**src/rtl/pipeline_stall_ctrl.sv**
```systemverilog
// pipeline_stall_ctrl: stall/flush sequencer for the 5-stage pipeline.
// It merges load-use bubbles, multiply occupancy, branch flushes and
// data-memory waits into the PC, IF_ID, ID_EX and EX controls.
// Optional macro STALL_STATS_EN builds the stall_cnt_o and flush_cnt_o
// statistics counters. Without it, both outputs are tied to 0.
// Ports:
//   clk_i, rst_i (async, active-low)
//   inputs:  load_use_i, mul_start_i, flush_i, mem_stall_i
//   outputs: pc_write_o, if_id_write_o, if_id_flush_o, id_ex_bubble_o,
//            ex_hold_o, mul_done_o, state_o[1:0]
//   outputs: stall_cnt_o[31:0], flush_cnt_o[31:0]
module pipeline_stall_ctrl #(
  parameter int MUL_LAT   = 4,
  parameter int FLUSH_LAT = 1,
  parameter int CNT_W     = 3
) (
  input  logic        clk_i,
  input  logic        rst_i,
  input  logic        load_use_i,
  input  logic        mul_start_i,
  input  logic        flush_i,
  input  logic        mem_stall_i,
  output logic        pc_write_o,
  output logic        if_id_write_o,
  output logic        if_id_flush_o,
  output logic        id_ex_bubble_o,
  output logic        ex_hold_o,
  output logic        mul_done_o,
  output logic [1:0]  state_o,
  output logic [31:0] stall_cnt_o,
  output logic [31:0] flush_cnt_o
);

  typedef enum logic [1:0] {
    RUN      = 2'd0,
    MUL_WAIT = 2'd1,
    FLUSH    = 2'd2
  } state_t;

  state_t           state_q;
  state_t           state_d;
  logic [CNT_W-1:0] cnt_q;
  logic [CNT_W-1:0] cnt_d;
  logic             cnt_zero;

  assign cnt_zero = (cnt_q == '0);
  assign state_o  = state_q;

  always_comb begin
    pc_write_o     = 1'b1;
    if_id_write_o  = 1'b1;
    if_id_flush_o  = 1'b0;
    id_ex_bubble_o = 1'b0;
    ex_hold_o      = 1'b0;
    mul_done_o     = 1'b0;
    state_d        = state_q;
    cnt_d          = cnt_q;
    if (!rst_i) begin
      state_d = RUN;
      cnt_d   = '0;
    end else if (mem_stall_i) begin
      // Everything freezes; the sequencer resumes where it left off.
      pc_write_o    = 1'b0;
      if_id_write_o = 1'b0;
      ex_hold_o     = 1'b1;
    end else begin
      case (state_q)
        RUN: begin
          if (mul_start_i) begin
            pc_write_o    = 1'b0;
            if_id_write_o = 1'b0;
            ex_hold_o     = 1'b1;
            cnt_d         = CNT_W'(MUL_LAT - 2);
            state_d       = MUL_WAIT;
          end else if (flush_i) begin
            if_id_flush_o  = 1'b1;
            id_ex_bubble_o = 1'b1;
            if (FLUSH_LAT > 1) begin
              cnt_d   = CNT_W'(FLUSH_LAT - 2);
              state_d = FLUSH;
            end
          end else if (load_use_i) begin
            pc_write_o     = 1'b0;
            if_id_write_o  = 1'b0;
            id_ex_bubble_o = 1'b1;
          end
        end
        MUL_WAIT: begin
          // ID stays frozen, so flush and load-use are re-seen in RUN.
          pc_write_o    = 1'b0;
          if_id_write_o = 1'b0;
          if (!cnt_zero) begin
            ex_hold_o = 1'b1;
            cnt_d     = cnt_q - CNT_W'(1);
          end else begin
            mul_done_o = 1'b1;
            state_d    = RUN;
          end
        end
        FLUSH: begin
          if_id_flush_o  = 1'b1;
          id_ex_bubble_o = 1'b1;
          if (!cnt_zero) begin
            cnt_d = cnt_q - CNT_W'(1);
          end else begin
            state_d = RUN;
          end
        end
        default: begin
          state_d = RUN;
          cnt_d   = '0;
        end
      endcase
    end
  end

  always_ff @(posedge clk_i or negedge rst_i) begin
    if (!rst_i) begin
      state_q <= RUN;
      cnt_q   <= '0;
    end else begin
      state_q <= state_d;
      cnt_q   <= cnt_d;
    end
  end

`ifdef STALL_STATS_EN
  logic [31:0] stall_cnt_q;
  logic [31:0] flush_cnt_q;

  always_ff @(posedge clk_i or negedge rst_i) begin
    if (!rst_i) begin
      stall_cnt_q <= '0;
      flush_cnt_q <= '0;
    end else begin
      if (!pc_write_o)
        stall_cnt_q <= stall_cnt_q + 32'd1;
      if (if_id_flush_o)
        flush_cnt_q <= flush_cnt_q + 32'd1;
    end
  end

  assign stall_cnt_o = stall_cnt_q;
  assign flush_cnt_o = flush_cnt_q;
`else
  assign stall_cnt_o = '0;
  assign flush_cnt_o = '0;
`endif

endmodule
```
**config.mk**
```make
export PLATFORM = sky130hd
export DESIGN_NAME = pipeline_stall_ctrl
export DESIGN_NICKNAME = d
export VERILOG_FILES = /design/src/rtl/pipeline_stall_ctrl.sv
export SDC_FILE = /design/constraint.sdc
export NUM_CORES = 1
export LEC_CHECK = 0
export BUFFER_PORTS_ARGS = -buffer_cell sky130_fd_sc_hd__buf_2
export CORE_MARGIN = 2
export CORE_UTILIZATION = 36
export DETAILED_ROUTE_END_ITERATION = 10
export PLACE_DENSITY_LB_ADDON = 0.25
export SYNTH_ARGS = -nofsm -noshare
export SYNTH_HDL_FRONTEND = slang
export SYNTH_SLANG_ARGS = --single-unit
```
**constraint.sdc**
```tcl
create_clock -name clk_i -period 1.84 [get_ports clk_i]
set_clock_uncertainty 0.15 [all_clocks]
set_input_delay 0.276 -clock clk_i [delete_from_list [all_inputs] [get_ports clk_i]]
set_output_delay 0.276 -clock clk_i [all_outputs]
set_load 0.01 [all_outputs]
```
==> results by group <==
Run status
  • Status: completed

Floorplanning
  • Core area: 2148 µm²
  • Die Area: between 2000 and 3000 µm²
  • Row count: 17
  • # IOs: 78
  • Die H: 51.09 µm
  • Initial Util: 0.3716
  • Chip width: 51.09 µm

Global routing
  • GRT Util Overall: 0.07673
  • Total grt overflow: 0
  • First-pass GRT wire length: ~1.5 mm
  • Number of antenna violations at the first check in global routing: 0
  • Vias in the first global route: 351
  • Largest net degree at the start of global routing: 13

Synth
  • Most common cell in the netlist: buf_4
  • Post-synth EDFFs: 0
  • Post-synth top cells: 66 x buf_4, 5 x inv_1, 4 x dfrtp_1, 4 x nor2_1, 4 x o21ai_0
  • Syn Area/Cell: 7.603 µm²
  • Syn Inst Count: 105
  • Synth top area share: 0.6207
  • Main synth FF type: dfrtp_1
  • Synth warn: 0
  • Synth cell types: 21
  • Post-synth ARST share: 1.000
  • Synthesized area: 798.3 µm²
  • Synth top area cells: buf_4 62%, dfrtp_1 13%, ha_1 3.1%
  • Cell accounting for the most synthesized area: buf_4
  • Flop and latch count out of synthesis: 4
  • Seq/Total Area, Yosys: 0.1254

STA
  • Final setup viols: 0
  • Endpoints failing hold: 0
  • Final Cycle Share: 0.9602
  • FMAX: around 570 MHz
  • TNS Setup: 0 ps
  • Count of pins over their slew limit: 0
  • RSZ-0062 raised after global routing: no
  • Final min period: about 1800 ps

Final layout
  • Share of layout cells above drive strength 1: 0.2213
  • Area added between synthesis and finish: -9.248%
  • Sequential cell area: 100.1 µm²
  • N_diodes: 0
  • Fin util: 0.3372
  • Nets@finish: ~130
  • Fill cells: roughly 250
  • Area of the multi-input gates: ~440 µm²

Worst setup path
  • WP data required: around 1400 ps
  • Crit start category: flop
  • Critical Path Fanout Max: 2
  • WS Path Type: flop to output pin
  • Worst setup EP type: output pin
  • WP data arrival: roughly 1300 ps

Clock tree
  • CTS Buf Count: 3
  • CTS H-tree depth: 1
  • Clk buf depth: 2
  • CTS root buf: clkbuf_4
  • CTS tree: done
  • Reg clk slew, reported paths: ~40 ps
  • Sink Count: 4
  • Clock latency on the worst-skew pair: ~230 ps

Place
  • Number of port buffers: 12
  • GPL Wtd Cong: around 0.7
  • Detailed Place HPWL: 852 µm

Job
  • Max-Cap Viols: 0

Power
  • Clock power share: 0.323
  • Comb pwr share: 0.403
  • Leakage power figure: 0.4274 nW
  • Switching share of power: 0.4232
  • Cell internal pwr: 0.2023 mW
  • Peak VDD IR: between 0.15 and 0.2 mV
  • PwrDens: 484.0 nW/µm²
  • Sequential share of power: 0.274
  • Net Sw Power: between 0.1 and 0.15 mW

Route
  • # DRC: 0
  • Drt pass-1 iters: 4
  • Post-DRT Antenna Nets: 0
  • Vias: 512
  • Wirelength per Cell: 7.280 µm
  • Initial DRC Count: 6
  • Vias/cell: 3.413
  • Routed WL: 1.092 mm

Hold path
  • Worst hold path type: input port to flop
[cells in the final DEF (no fill, tap or decap), drive strengths merged, types with 2 or more instances in the layout]
cell type  instances
nor2               4
dfrtp              4
a31oi              3
buf               16
a21oi              3
nand2              2
inv                6
clkbuf             3
o21ai              5
conb              65
ha                 2
[per-layer routing]
metal  track usage  part of all wire  vias to the layer above
met5             0                 0                        -
met4       0.05405                 0                        0
met3       0.02339              0.18                        0
met2        0.1147              0.44                       46
met1       0.09269              0.38                      225
li1              -                 -                      241
[metrics by stage]
| step | instance area [µm²] | std cells | setup slack (ps) | power [mW] | hold WS [ps] |
|---|---|---|---|---|---|
| 2_1_floorplan | 1039 | 169 | 175.5 | 0.2974 | -169.6 |
| 3_3_place_gp | 634.4 | 143 | 132.2 | 0.2171 | -30.89 |
| 6_report | 724.4 | 150 | 73.31 | 0.3506 | 256.1 |
| 3_5_place_dp | 634.4 | 143 | 120.8 | 0.2181 | -36.95 |
| 4_1_cts | 696.9 | 149 | 10.24 | 0.3471 | 244.4 |
| 5_1_grt | 724.4 | 150 | 10.69 | 0.3798 | 270.0 |
[worst max-delay path: stages (launching register included)]
cell,delay (ps)
dfrtp_1,350
inv_2,60
ha_4,160
ha_4,150
nand2_2,60
o21ai_0,70
a21oi_1,120
buf_2,140
[state kept, by name, indices dropped and copies added (netlist names)]
name	flops
cnt_q	3
state_o	1
[final timing paths]
path / startpoint / endpoint / slack (ps) / depth (start not counted)
worst max-delay path: cnt_q[0] / ex_hold_o / 70 / 7
worst min-delay path: mem_stall_i / state_o[0] / 260 / 3
worst max register to register: cnt_q[0] / cnt_q[0] / 300 / 7
worst min register to register: cnt_q[1] / cnt_q[1] / 360 / 1
max in group asynchronous: rst_i / cnt_q[0] / 1040 / 2
min in group asynchronous: rst_i / cnt_q[2] / 310 / 2
[layout make-up]
| cell class | count | share of cell area |
|---|---|---|
| Multi-Input combinational cell | 92 | 0.6131 |
| Inverter | 6 | 0.03109 |
| Clock buffer | 3 | 0.03109 |
| Tap cell | 28 | 0.04836 |
| Sequential cell | 4 | 0.1382 |
| Timing Repair Buffer | 17 | 0.1382 |
[power groups by stage]
stage / clock network, mW / registers, mW / logic (mW)
global placement: 0 / 0.0960 / 0.121
global route: 0.125 / 0.0968 / 0.158
floorplan: 0 / 0.0974 / 0.200
detailed placement: 0 / 0.0961 / 0.122
finish: 0.113 / 0.0961 / 0.141
CTS: 0.120 / 0.0948 / 0.132
[cell families after synthesis]
logic type	after synthesis	share of synthesized area
AOI/OAI and AO/OA	14	0.1034
adders and majority gates	2	0.03134
buffers and inverters	73	0.6630
DFF	4	0.1254
other	1	0.004698
and+or+nand+nor	11	0.07211
[timing repair]
action                                  in CTS  in global routing
buffers inserted                             2                  1
hold endpoints to repair                     4                  0
endpoints found under the setup margin       2                  3
hold buffers                                 1                  0
gates resized for setup                      3                  6
pin swaps                                    2                  1
No activity file was read; power rests on OpenSTA's default activity.
